File: config.mk
export PLATFORM = sky130hd
export DESIGN_NAME = copro_op_sequencer
export DESIGN_NICKNAME = d
export VERILOG_FILES = /design/src/rtl/copro_op_sequencer.sv
export SDC_FILE = /design/constraint.sdc
export NUM_CORES = 1
export LEC_CHECK = 0
export ABC_AREA = 1
export BUFFER_PORTS_ARGS = -buffer_cell sky130_fd_sc_hd__buf_2
export CORE_UTILIZATION = 48
export CTS_CLUSTER_SIZE = 10
export DETAILED_ROUTE_END_ITERATION = 12
export HOLD_SLACK_MARGIN = 0.1
export MAX_ROUTING_LAYER = met4
export PLACE_DENSITY = 0.82
export SETUP_SLACK_MARGIN = 0.2
export SLEW_MARGIN = 40
export SYNTH_ARGS = -nofsm -noshare
export SYNTH_HDL_FRONTEND = slang
export SYNTH_SLANG_ARGS = --single-unit
File: constraint.sdc
create_clock -name clk_i -period 1.8 [get_ports clk_i]
set_input_delay 0.09 -clock clk_i [delete_from_list [all_inputs] [get_ports clk_i]]
set_output_delay 0.09 -clock clk_i [all_outputs]
set_load 0.005 [all_outputs]
File: src/rtl/copro_op_sequencer.sv
// copro_op_sequencer
//   Front-end controller for the LM32 float coprocessor. Takes one custom
//   instruction at a time, latches opcode/operands, starts the shared float
//   datapath, waits the per-op latency, captures the result and returns it
//   with a single-cycle complete pulse. PASS, illegal opcodes and DIV by zero
//   finish without the datapath.
// Ports
//   clk_i, rst_ni       clock (rising edge), async active-low reset
//   user_valid_i        request, held by the CPU until complete is seen
//   user_opcode_i       0 ADD, 1 SUB, 2 MUL, 3 DIV, 4 PASS, 5-7 illegal
//   user_op0_i/op1_i    operands, low W bits used
//   user_result_o       result, zero-extended from W bits, held until next capture
//   user_complete_o     one-cycle result strobe per request
//   err_o               illegal opcode or DIV by zero, held like the result
//   busy_o              high whenever not idle
//   dp_start_o          one-cycle datapath start
//   dp_sel_o/a_o/b_o    latched op select and operands for the datapath
//   dp_result_i         datapath result, valid LAT cycles after dp_start_o
module copro_op_sequencer #(
  parameter int NM      = 23,
  parameter int NE      = 8,
  parameter int LAT_ADD = 2,
  parameter int LAT_MUL = 3,
  parameter int LAT_DIV = 8
) (
  input  logic              clk_i,
  input  logic              rst_ni,
  input  logic              user_valid_i,
  input  logic [2:0]        user_opcode_i,
  input  logic [31:0]       user_op0_i,
  input  logic [31:0]       user_op1_i,
  output logic [31:0]       user_result_o,
  output logic              user_complete_o,
  output logic              err_o,
  output logic              busy_o,
  output logic              dp_start_o,
  output logic [1:0]        dp_sel_o,
  output logic [NE+NM:0]    dp_a_o,
  output logic [NE+NM:0]    dp_b_o,
  input  logic [NE+NM:0]    dp_result_i
);
  localparam int W       = 1 + NE + NM;
  localparam int LAT_M0  = (LAT_ADD > LAT_MUL) ? LAT_ADD : LAT_MUL;
  localparam int LAT_MAX = (LAT_M0 > LAT_DIV) ? LAT_M0 : LAT_DIV;
  localparam int CW      = $clog2(LAT_MAX) + 1;

  localparam logic [CW-1:0] C_LAT_ADD = CW'(LAT_ADD - 1);
  localparam logic [CW-1:0] C_LAT_MUL = CW'(LAT_MUL - 1);
  localparam logic [CW-1:0] C_LAT_DIV = CW'(LAT_DIV - 1);

  typedef enum logic [2:0] {S_IDLE, S_ISSUE, S_WAIT, S_DONE, S_HOLD} state_t;

  state_t          r_state, w_state_nxt;
  logic [1:0]      r_sel;
  logic [W-1:0]    r_a, r_b, r_result;
  logic            r_err;
  logic [CW-1:0]   r_cnt;

  logic            w_latch, w_load, w_cap, w_err_nxt, w_div0;
  logic [W-1:0]    w_res_nxt, w_div0_res;
  logic [CW-1:0]   w_lat_m1;

  // Divide by zero ignores the divisor sign; result is a signed infinity.
  assign w_div0     = (user_opcode_i == 3'd3) && (user_op1_i[W-2:0] == '0);
  assign w_div0_res = {user_op0_i[W-1] ^ user_op1_i[W-1], {NE{1'b1}}, {NM{1'b0}}};

  always_comb begin
    w_lat_m1 = C_LAT_ADD;
    case (r_sel)
      2'd2:    w_lat_m1 = C_LAT_MUL;
      2'd3:    w_lat_m1 = C_LAT_DIV;
      default: w_lat_m1 = C_LAT_ADD;
    endcase
  end

  always_comb begin
    w_state_nxt = r_state;
    w_latch     = 1'b0;
    w_load      = 1'b0;
    w_cap       = 1'b0;
    w_res_nxt   = r_result;
    w_err_nxt   = r_err;
    case (r_state)
      S_IDLE: if (user_valid_i) begin
        w_latch = 1'b1;
        if (user_opcode_i <= 3'd3) begin
          if (w_div0) begin
            w_cap       = 1'b1;
            w_res_nxt   = w_div0_res;
            w_err_nxt   = 1'b1;
            w_state_nxt = S_DONE;
          end else begin
            w_state_nxt = S_ISSUE;
          end
        end else if (user_opcode_i == 3'd4) begin
          w_cap       = 1'b1;
          w_res_nxt   = user_op0_i[W-1:0];
          w_err_nxt   = 1'b0;
          w_state_nxt = S_DONE;
        end else begin
          w_cap       = 1'b1;
          w_res_nxt   = '0;
          w_err_nxt   = 1'b1;
          w_state_nxt = S_DONE;
        end
      end
      S_ISSUE: begin
        if (!user_valid_i) w_state_nxt = S_IDLE;
        else begin
          w_load      = 1'b1;
          w_state_nxt = S_WAIT;
        end
      end
      // Abort has priority over capture: a dropped request never completes.
      S_WAIT: begin
        if (!user_valid_i) w_state_nxt = S_IDLE;
        else if (r_cnt == '0) begin
          w_cap       = 1'b1;
          w_res_nxt   = dp_result_i;
          w_err_nxt   = 1'b0;
          w_state_nxt = S_DONE;
        end
      end
      S_DONE: w_state_nxt = S_HOLD;
      // Held valid from the finished request must not start a second one.
      S_HOLD: if (!user_valid_i) w_state_nxt = S_IDLE;
      default: w_state_nxt = S_IDLE;
    endcase
  end

  always_ff @(posedge clk_i or negedge rst_ni) begin
    if (!rst_ni) r_state <= S_IDLE;
    else         r_state <= w_state_nxt;
  end

  always_ff @(posedge clk_i or negedge rst_ni) begin
    if (!rst_ni) begin
      r_sel    <= '0;
      r_a      <= '0;
      r_b      <= '0;
      r_result <= '0;
      r_err    <= 1'b0;
      r_cnt    <= '0;
    end else begin
      if (w_latch) begin
        r_sel <= user_opcode_i[1:0];
        r_a   <= user_op0_i[W-1:0];
        r_b   <= user_op1_i[W-1:0];
      end
      if (w_cap) begin
        r_result <= w_res_nxt;
        r_err    <= w_err_nxt;
      end
      if (w_load)                                 r_cnt <= w_lat_m1;
      else if (r_state == S_WAIT && r_cnt != '0)  r_cnt <= r_cnt - 1'b1;
    end
  end

  assign user_result_o   = 32'(r_result);
  assign user_complete_o = (r_state == S_DONE);
  assign err_o           = r_err;
  assign busy_o          = (r_state != S_IDLE);
  assign dp_start_o      = (r_state == S_ISSUE);
  assign dp_sel_o        = r_sel;
  assign dp_a_o          = r_a;
  assign dp_b_o          = r_b;
endmodule
# [After elaboration in Yosys (flattened, before gate mapping)]
# Cells that the tools add are included.
[totals] out_inout_bits=102 input_bits=102 reg_bits=106
[op_classes] add_sub_neg=1 n_eq_ne=14 n_reduce_logical=11 bitwise=1 n_lt_le_gt_ge=1 muxes=34
[op_table] op="32-bit two-way mux" n=6
[op_table] op="32-bit one-hot mux with 2 select lines" n=1
[op_table] op="31-bit zero test" n=1
[op_table] op="3-bit two-way mux" n=5
[op_table] op="3-bit one-hot mux with 5 select lines" n=1
[op_table] op="1-bit two-way mux" n=14
[op_table] op="3-bit by 2-bit == test with 1-bit output (second input constant)" n=3
[op_table] op="4-bit two-way mux" n=2
[op_table] op="2-bit inequality test (second input constant)" n=4
[op_table] op="3-bit == test (second input constant)" n=2
[op_table] op="3-bit inequality test (second input constant)" n=2
[op_table] op="3-bit one-hot mux with 2 select lines" n=1
[op_table] op="6-bit AND reduction" n=1
[op_table] op="2-bit == test (second input constant)" n=2
[op_table] op="4-bit zero test" n=1
[op_table] op="2-bit two-way mux" n=2
[op_table] op="1-bit one-hot mux with 2 select lines" n=2
[op_table] op="2-bit nonzero test" n=2
[op_table] op="4-bit nonzero test" n=1
[op_table] op="4-bit by 1-bit subtractor with 4-bit output (second input constant)" n=1
[op_table] op="3-bit by 1-bit == test with 1-bit output (second input constant)" n=1
[op_table] op="3-bit by 2-bit <= comparator with 1-bit output (second input constant)" n=1
[op_table] op="3-bit zero test" n=1
[op_table] op="3-bit AND reduction" n=1
[op_table] op="3 further kinds" n=4

# [Logic depth before layout (Yosys ltp)]
# Gate-level depths: netlist (run 1).
[logic_depth] ltp_word=7 mapped_depth=13 ltp_nobuf=12

# [Least setup slack after synthesis (run 1)]
# Ideal clock, no wire load.
[synth_timing] path_type="register to register" from="register r_cnt[0]" to="register r_result[14], in the netlist user_result_o[14]" path_stages_with_launch=9 path_buffers=1 period_less_slack_ps=1432 path_slack_ps=368 t_arrival_ps=1315 path_cell_list="dfrtp_1 > inv_1 > ha_1 > nand3_1 > a21boi_4 > nand2_4 > buf_6 > nand2_1 > nand2_1"
[synth_between] elab_chain_cells=5 elab_cells_between_ends=6 cone_classes="eq/ne: 1; mux: 3; reduce/logical: 2"
[synth_lines] element="from (decl)" line_no="57" source="logic [CW-1:0] r_cnt;"
[synth_lines] element="from (signal assigned)" line_no="154" source="if (w_load) r_cnt <= w_lat_m1;"
[synth_lines] element="from (signal assigned)" line_no="155" source="else if (r_state == S_WAIT && r_cnt != '0) r_cnt <= r_cnt - 1'b1;"
[synth_lines] element="4-bit zero test *" line_no="117" source="else if (r_cnt == '0) begin"
[synth_lines] element="1-bit two-way mux" line_no="117"
[synth_lines] element="1-bit two-way mux" line_no="116" source="if (!user_valid_i) w_state_nxt = S_IDLE;"
[synth_lines] element="1-bit one-hot mux with 2 select lines" line_no="83" source="case (r_state)"
[synth_lines] element="6-bit AND reduction (no source line) *"
[synth_lines] element="to (signal assigned)" line_no="151" source="r_result <= w_res_nxt;"
[synth_lines] element="to (decl)" line_no="55" source="logic [W-1:0] r_a, r_b, r_result;"
# Mark *: on every way between the ends. The rest lies on a longest branch, timed or not.
# A chain may end at the register's enable or synchronous reset.

# [Final worst setup path (run 1)]
[layout_timing] from="register r_state[2]" to="register r_state[1]"
[layout_between] elab_chain_cells=3 elab_cells_between_ends=10 cone_classes="eq/ne: 7; mux: 1; reduce/logical: 2"
[layout_lines] element="from (decl)" line_no="53" source="state_t r_state, w_state_nxt;"
[layout_lines] element="from (signal assigned)" line_no="133" source="else r_state <= w_state_nxt;"
[layout_lines] element="3-bit by 2-bit == test with 1-bit output, or another cell as far along" line_no="83"
[layout_lines] element="3-bit inequality test (no source line) or 2-bit inequality test (tied branches)"
[layout_lines] element="3-bit AND reduction (no source line)"
# Parallel ways exist; a longest one is shown, timed or not.

==> impl_metrics.tcl, run 1 <==
set metrics [dict create \
    drt_iter0_drc 272 \
    cpPeakStageDelay_ps 450 \
    dieArea_um2 10470 \
    grt_pass1_wl_um 23660 \
    synth-seq-area-share_pct 54.92 \
    critical_path.cell_chain "inv_2 > nand3_2 > clkinv_4 > buf_8 > nand3_1 > o211ai_1 > inv_1 > nand2_1 > nand2_1" \
    clkLatencyLatePin_ps 360 \
    pre_cts_ws_ps 23.96 \
    wirelength_um 15800 \
    fillers 633 \
    crit_type "reg2reg" \
    clkTransAtPathRegs_ps 100 \
    worstReg2RegStart "r_state[2]" \
    r2r_end "r_state[1]" \
    drive_gt1_share_pct 38.59 \
    initial_core_util_pct 49.41 \
    tns_ps 0 \
    core_area_um2 9774 \
    ant_nets 0 \
    num_vias 5021 \
    cp_top_family "flip-flops" \
    antenna_found_initial 0 \
    area_delta_synth_final_pct 49.61 \
    grt_overflow 0 \
    grt_max_degree 64 \
    holdCritPathClass "in2reg" \
    ctsLongestPathBuffers 2 \
    crit_path_frequent_cell "nand2_1" \
    viasPerCell 5.319 \
    slowest_stage "dfrtp_2" \
    p_per_area_nw_per_um2 1511 \
    avgSynthCellArea_um2 9.470 \
    ir_drop_uv 745.1 \
    synth_nets 614 \
    drc 0 \
    ys_ff_latch 106 \
    worstSetupStartpointType "flop" \
    crit_cells 9 \
    n_antenna_cell 0 \
    grt_use_total_pct 30.50 \
    cts-root-buf "clkbuf_8" \
    finalHoldViolations 0 \
    max_freq_ghz 0.6382 \
    wl_per_cell_um 16.74 \
    io_pins 204 \
    utilization_pct 73.92 \
    mappedNetlistArea_um2 4830 \
    syn_inst 510 \
    die_w_um 102.3 \
    startpoint "r_state[2]" \
    crit_path_end "r_state[1]" \
    max_cap_viol_count 0 \
    worst_pin_slew_ps 547.0 \
    place.gp.congestion 0.8505 \
    worstPathMaxFanout 16 \
    fin_ws_ps 233.0 \
    end_kind "flop" \
    status "finished, final reports clean" \
    nNetsFinal 912 \
    dieHeight_um 102.3 \
    setup_viol 0 \
    port_buffers 203 \
    reg2regPathDepth 9 \
    p_leak_nw 3.805 \
    firstDrtPassIters 6 \
    rsz0062_at_grt "yes" \
    crit_buf_inv 4 \
    h-tree-depth 3 \
    synth_cell_types 27 \
    cts_buffers 9 \
    dp_hpwl_um 9903 \
    slew_headroom_pct 63.53 \
    yosys_warnings 0 \
    finClkSkew_ps 17.59 \
    worst_ep_required_time_ps 2040 \
    min_period_ps 1567 \
    cts.sinks 106 \
    drv_slew 0 \
    row_count 36 \
    post-route-period-util_pct 87.06 \
    cp.arrival_ps 1810 \
    cts_tree "built" \
    reg2reg_slack_ps 230 \
    grt_pass1_vias 4951 \
]
-- registers in the layout (all words and copies together) (netlist names) --
| name | flops |
|---|---|
| dp_a_o | 32 |
| r_cnt | 4 |
| r_state | 3 |
| dp_sel_o | 2 |
| user_result_o | 32 |
| err_o | 1 |
| dp_b_o | 32 |
-- cell usage in the layout, fill, tap and decap left out, drive strengths merged --
cell and instances:
ha 2, dlygate4sd3 85, a21boi 1, mux2 46, or2 1, clkbuf 10, a21oi 11, clkinv 2
nor3 3, o211ai 1, nor2 29, inv 35, bufinv 1, o221ai 1, clkinvlp 2, nand2 155
nand4 3, dfrtp 106, nand3 48, o31ai 15, o21ai 28, buf 226
-- cells in the mapped netlist --
master | instances | share of area, %
inv_2 | 4 | 0.31
buf_4 | 5 | 0.78
nand4_1 | 3 | 0.39
mux2_2 | 46 | 11
a21oi_1 | 11 | 1.1
o211ai_1 | 1 | 0.16
or2_2 | 1 | 0.13
nor2_1 | 28 | 2.2
o21ai_0 | 20 | 2.1
clkbuf_2 | 2 | 0.21
nand3_2 | 2 | 0.41
nand2_1 | 149 | 12
buf_2 | 15 | 1.6
inv_1 | 32 | 2.5
dfrtp_1 | 106 | 55
buf_6 | 3 | 0.70
o221ai_1 | 1 | 0.18
nand3_1 | 46 | 4.8
nor2_2 | 1 | 0.13
o31ai_1 | 15 | 2.3
o21ai_1 | 8 | 0.83
a21boi_4 | 1 | 0.39
nor3_1 | 3 | 0.31
nand2_4 | 2 | 0.47
clkbuf_1 | 1 | 0.078
ha_1 | 2 | 0.52
nand2_2 | 2 | 0.26
-- tightest hold or removal path, cell delays in order --
cell and delay (ps):
buf_2 70, nand2_1 40, o31ai_1 70, nand3_1 80
nand2_1 70
-- layout make-up --
cell class / instances / area [um2] / share of cell area (%)
clock buffers: 10 / 137.6 / 1.905
repair buffers: 311 / 2118 / 29.32
inverters: 36 / 140.1 / 1.939
flip-flops and latches: 106 / 2654 / 36.73
clock inverters: 4 / 53.80 / 0.7446
well taps: 133 / 166.4 / 2.303
multi-input cells: 344 / 1956 / 27.06
-- where the power goes --
part / internal [mW] / switching, mW / total, mW / leakage (nW)
logic: 2.47 / 2.77 / 5.24 / 2.40
clock network: 0.670 / 0.789 / 1.46 / 0.0904
registers: 3.54 / 0.674 / 4.22 / 1.31
-- cells by family after synthesis --
logic type	synth area share, %
simple gates	20.62
flops	54.92
buf+inv	6.114
compound gates	7.099
mux	10.73
fa+ha+maj	0.5181
-- per-layer routing --
metal	GRT usage, %	vias up	share of wire [%]
met4	13.08	0	3.4
met5	-	-	0
met3	4.446	62	5.3
li1	-	2276	-
met2	51.57	267	51
met1	36.38	2416	40
-- stage by stage --
step	hold WS, ps	power, mW	instances	instance area, um2
after floorplan	-205.6	6.779	510	4830
after CTS	101.8	10.41	935	7086
after global placement	111.8	8.457	833	5997
after detailed placement	120.4	8.728	833	5997
after global routing	106.7	11.66	944	7226
final	116.8	10.92	944	7226
-- worst min path at each step --
stage	start	cells past startpoint	slack [ps]	endpoint
2_1_floorplan	rst_ni	0	-210	dp_a_o[0]
3_3_place_gp	rst_ni	2	110	user_result_o[31]
3_5_place_dp	rst_ni	2	120	user_result_o[3]
4_1_cts	dp_result_i[30]	5	100	user_result_o[30]
5_1_grt	dp_result_i[30]	5	110	user_result_o[30]
6_report	dp_result_i[10]	5	120	user_result_o[10]
-- timing repair --
action,CTS,global route
hold endpoints to repair,190,0
cloned,0,2
pin swaps,1,5
buffers inserted,3,7
hold buffers,85,0
endpoints found under the setup margin,34,39
gates resized for setup,2,23
Note: power is estimated with default switching activity, not from simulation.
==> run 2: changes to the inputs <==
CORE_UTILIZATION = 43   (was 48)
PLACE_DENSITY = 0.78   (was 0.82)
clock period = 1.4 ns   (was 1.8 ns; I/O delays follow)
==> run 2 against run 1 <==
Effect of this change:
- the flow now finishes with violations (negative setup slack)
- critical endpoint is now user_result_o[30]
- sequential share of layout area down 2.7 points
- count of clock-buffer cells in the layout up 2
- core utilization shrank 2.3 points
- combinational power increased by 55%
==> impl_metrics.tcl, run 2 (synthesis results as in run 1) <==
set metrics [dict create \
    cts_tree "built" \
    nNetsFinal 934 \
    viasPerCell 5.326 \
    num_vias 5182 \
    fin_ws_ps -117.6 \
    status "complete, but fails checks" \
    slowest_stage "dfrtp_1" \
    slew_headroom_pct 77.56 \
    grt_overflow 0 \
    drt_iter0_drc 361 \
    p_per_area_nw_per_um2 1946 \
    clkLatencyLatePin_ps 360 \
    hold_ws_ps 116.8 \
    min_period_ps 1518 \
    firstDrtPassIters 7 \
    place.gp.congestion 0.8807 \
    ir_drop_uv 1124 \
    layout_common_cells "buf_2 (202), nand2_1 (124), dfrtp_1 (106)" \
    crit_type "reg2reg" \
    ant_nets 0 \
    utilization_pct 71.65 \
    port_buffers 203 \
    h-tree-depth 3 \
    post-route-period-util_pct 108.4 \
    violations "negative setup slack" \
    wirelength_um 17400 \
    critical_path.cell_chain "inv_2 > nand3_2 > buf_4 > nand2_1 > inv_2 > a21oi_1 > nand3_2 > nand2_1" \
    initial_core_util_pct 44.36 \
    antenna_found_initial 0 \
    grt_pass1_vias 5289 \
    max_freq_ghz 0.6589 \
    dieArea_um2 11660 \
    io_pins 204 \
    cts_buffers 9 \
    finClkSkew_ps 9.334 \
    die_w_um 108.0 \
    cpPeakStageDelay_ps 440 \
    wl_per_cell_um 17.89 \
    row_count 38 \
    setup_viol 86 \
    clkTransAtPathRegs_ps 90 \
    min_path_cells 5 \
    grt_max_degree 57 \
    dp_hpwl_um 9678 \
    drc 0 \
    worstPathMaxFanout 9 \
    drive_gt1_share_pct 43.87 \
    max_cap_viol_count 0 \
    dieHeight_um 108.0 \
    end_kind "flop" \
    rsz0062_at_grt "yes" \
    worstSetupStartpointType "flop" \
    ctsLongestPathBuffers 2 \
    area_delta_synth_final_pct 61.53 \
    grt_use_total_pct 30.35 \
    cts-root-buf "clkbuf_8" \
    core_area_um2 10890 \
    drv_slew 0 \
    cts.sinks 106 \
    worst_ep_required_time_ps 1700 \
    finalHoldViolations 0 \
    power_mw 15.18 \
    worst_pin_slew_ps 333.7 \
    cp.arrival_ps 1820 \
    holdCritPathClass "in2reg" \
    final_common_cell "buf_2" \
    grt_pass1_wl_um 26040 \
    p_leak_nw 4.009 \
    reg2regPathDepth 8 \
]
-- run 2: changes by cell type in the layout (fill, tap and decap cells not counted), sizes merged, moves of 2 or more --
cell	previous run	this run
buf	226	235
clkbuf	10	17
clkinvlp	2	0
dlygate4sd3	85	93
-- run 2: timing repair --
| item | CTS | global route |
|---|---|---|
| gates cloned | 6 | 6 |
| hold buffers | 93 | 0 |
| pin swaps | 12 | 25 |
| hold endpoints to repair | 200 | 0 |
| resized for setup | 41 | 24 |
| setup buffers | 7 | 3 |
| endpoints found under the setup margin | 108 | 108 |
-- run 2: final cells by class --
type                    count  area [um2]
fillers                   738        3087
flip-flops and latches    106        2653
repair buffers            333        2559
multi-input cells         344        2135
well taps                 140       175.2
inverters                  36       137.6
clock buffers              12       135.1
clock inverters             1       5.005
diodes                      1       2.502
-- run 2: worst paths after layout --
check / startpoint / to / slack (ps)
min in group asynchronous: rst_ni / dp_a_o[11] / 250
max: r_state[2] / user_result_o[30] / -120
max in group asynchronous: rst_ni / dp_b_o[5] / 890
max reg2reg: r_state[2] / user_result_o[30] / -120
min: dp_result_i[28] / user_result_o[28] / 120
min reg2reg: user_result_o[10] / user_result_o[10] / 480
-- run 2: layer usage --
metal | part of all wire [%] | GRT usage (%) | routed length [um] | vias to the layer above
li1 | - | - | - | 2324
met1 | 39 | 35.52 | 6704 | 2502
met2 | 51 | 50.55 | 8829 | 292
met3 | 7.0 | 5.184 | 1215 | 64
met4 | 3.8 | 14.97 | 653 | 0
met5 | 0 | - | 0 | -
-- run 2: power breakdown --
part	leakage, nW	switching, mW	internal [mW]
clock network	0.0722	0.958	0.620
registers	1.31	0.918	4.56
logic	2.63	4.04	4.08
-- run 2: stage by stage --
step                      instances  setup TNS [ps]  instance area, um2  setup slack (ps)
after CTS                       963          -931.6                7551            -32.18
after global placement          844          -947.1                6143            -46.70
final                           973           -3321                7801            -117.6
after detailed placement        844           -3098                6143            -96.26
after global routing            972           -8070                7799            -147.0
after floorplan                 510               0                4935             85.74
-- run 2: critical path, delay by kind of cell, from the launching register on --
kind                   cells  cell delay [ps]
DFF                        1              440
and+or+nand+nor            4              360
AOI/OAI and AO/OA          1              280
buffers and inverters      3              370
==> run 3: changes to the inputs <==
ABC_AREA = 0   (was 1)
CORE_UTILIZATION = 48   (was 43)
PLACE_DENSITY = 0.82   (was 0.78)
clock period = 1.7 ns   (was 1.4 ns; I/O delays follow)
==> run 3 against run 2 <==
Effect of this change:
- the flow still finishes with violations (negative setup slack)
- cell count fell by 17%
- global-route usage rose by 4.5 points
- via count fell by 11%
- non-clock buffer count rose by 12
- count of clock-buffer cells in the layout fell by 3
- combinational power fell by 13%
- sequential share of layout area fell by 0.64 points
- flip-flop and latch count did not move
- largest cell class unchanged
==> impl_metrics.tcl, run 3 <==
set metrics [dict create \
    ys_ff_latch 106 \
    n_antenna_cell 0 \
    p_leak_nw 4.019 \
    min_period_ps 1971 \
    synth_edf_count 0 \
    setup_viol 51 \
    finClkSkew_ps 18.86 \
    grt_use_total_pct 34.88 \
    utilization_pct 84.44 \
    worst_pin_slew_ps 614.9 \
    clkLatencyLatePin_ps 380 \
    end_kind "flop" \
    grt_overflow 0 \
    nNetsFinal 775 \
    grt_pass1_wl_um 25670 \
    firstDrtPassIters 4 \
    area_delta_synth_final_pct 67.30 \
    final_common_cell "buf_2" \
    synth_top_family_by_area "multiplexers" \
    holdCritPathClass "in2reg" \
    syn_inst 336 \
    fillers 394 \
    wirelength_um 19100 \
    crit_type "reg2reg" \
    multiInputGateArea_um2 2267 \
    synth-simple-area-share_pct 7.109 \
    h-tree-depth 3 \
    core_area_um2 9415 \
    initial_core_util_pct 50.47 \
    regArea_um2 2653 \
    ys.flop_type "dfrtp_1" \
    io_pins 204 \
    worstSetupStartpointType "flop" \
    status "complete, but fails checks" \
    dieHeight_um 101.5 \
    hold_ws_ps 128.7 \
    yosys_warnings 0 \
    synth_cell_types 35 \
    max_cap_viol_count 0 \
    port_buffers 203 \
    cts_tree "built" \
    synth_xor_xnor_area_share_pct 0.7372 \
    async_reset_ff_share_pct 100.0 \
    worstPathMaxFanout 20 \
    dp_hpwl_um 8996 \
    cts_buffers 9 \
    layout_common_cells "buf_2 (201), dfrtp_1 (106), mux2_4 (94)" \
    place.gp.congestion 0.8464 \
    wl_per_cell_um 23.73 \
    grt_pass1_vias 4871 \
    violations "negative setup slack" \
    synth-seq-area-share_pct 55.82 \
    ir_drop_uv 975.0 \
    drt_iter0_drc 192 \
    cts-root-buf "clkbuf_8" \
    synth_mux_area_share_pct 25.28 \
    worst_ep_required_time_ps 1960 \
    cp.arrival_ps 2230 \
    post-route-period-util_pct 115.9 \
    clkTransAtPathRegs_ps 110 \
    rsz0062_at_grt "yes" \
    synthTopCellsByArea "dfrtp_1 (56%), mux2_2 (16%), mux2_4 (9.2%)" \
    max_freq_ghz 0.5074 \
    drv_slew 0 \
    synth_nets 440 \
    cts.sinks 106 \
    synth.largest_area_cell "dfrtp_1" \
    drive_gt1_share_pct 57.54 \
    slew_headroom_pct 58.91 \
    fin_ws_ps -270.9 \
    row_count 35 \
    drc 0 \
    ant_nets 0 \
    avgSynthCellArea_um2 14.14 \
    synth.top_cell.area_share_pct 55.82 \
    viasPerCell 5.723 \
    ctsLongestPathBuffers 2 \
    p_per_area_nw_per_um2 1701 \
    yosys-top-cells-count "dfrtp_1 (106), mux2_2 (68), mux2_4 (29)" \
    synthAdderAreaFrac_pct 0.5266 \
    yosysMostFrequentCell "dfrtp_1" \
    dieArea_um2 10300 \
    synth_compound_area_share_pct 6.977 \
    num_vias 4607 \
    die_w_um 101.5 \
    finalHoldViolations 0 \
    grt_max_degree 42 \
    mappedNetlistArea_um2 4752 \
    antenna_found_initial 0 \
]
==> run 3: per-stage QoR <==
step	instance area, um2	power (mW)	TNS [ps]	worst slack (ps)	std cells
4_1_cts	7774	12.47	-6382	-207.6	797
3_3_place_gp	6032	9.085	-7858	-149.9	667
2_1_floorplan	4761	7.178	-8130	-202.2	336
3_5_place_dp	6037	9.321	-10130	-245.6	667
6_report	7950	13.52	-8951	-270.9	805
5_1_grt	7950	14.01	-11790	-317.2	805
==> run 3: cells by family (layout without fill, tap and decap cells) <==
logic type      Yosys count  after routing
xor+xnor                  4              4
flops                   106            106
compound gates           42             42
fa+ha+maj                 2              2
mux                      97             97
buf+inv                  24            364
simple gates             61             61
==> run 3: worst max-delay path: stages, from the launching register on <==
cell and delay, ps:
dfrtp_1 420, inv_2 110, ha_4 150, nor3b_4 270, nor2_8 70, nor3_4 180, o31ai_4 140, buf_12 200
mux2_4 310
==> run 3: metal layers <==
layer	global-route usage, %	vias to the layer above	routed length (um)
met4	21.52	0	1147
met5	-	-	0
met3	5.797	104	1354
met2	59.98	334	9865
met1	37.55	2277	6733
li1	-	1892	-
==> run 3: repair_timing <==
item,CTS,global route
pin swaps,5,7
hold buffers,90,0
buffers inserted,17,7
hold endpoints to repair,128,0
resized for setup,84,24
cloned,7,1
setup endpoints to repair,104,105
==> run 3: final cells by class <==
class	count	share of cell area (%)
Clock buffer	9	1.558
Sequential cell	106	33.36
Tap cell	129	2.030
Clock inverter	7	1.039
Timing Repair Buffer	345	33.35
Inverter	3	0.1416
Multi-Input combinational cell	206	28.52
==> run 3: path summary, 6_finish.rpt <==
kind | startpoint | end | slack [ps] | cells after the start
setup / recovery | r_cnt[0] | user_result_o[0] | -270 | 8
hold / removal | dp_result_i[0] | user_result_o[0] | 130 | 3
min in group asynchronous | rst_ni | dp_b_o[29] | 260 | 2
max in group asynchronous | rst_ni | user_result_o[11] | 820 | 3
setup reg to reg | r_cnt[0] | user_result_o[0] | -270 | 8
hold reg to reg | user_result_o[26] | user_result_o[26] | 520 | 1
==> run 3: where the power goes <==
group	switching, mW	internal, mW
registers	0.931	3.77
clock network	1.00	0.712
logic	2.81	4.29
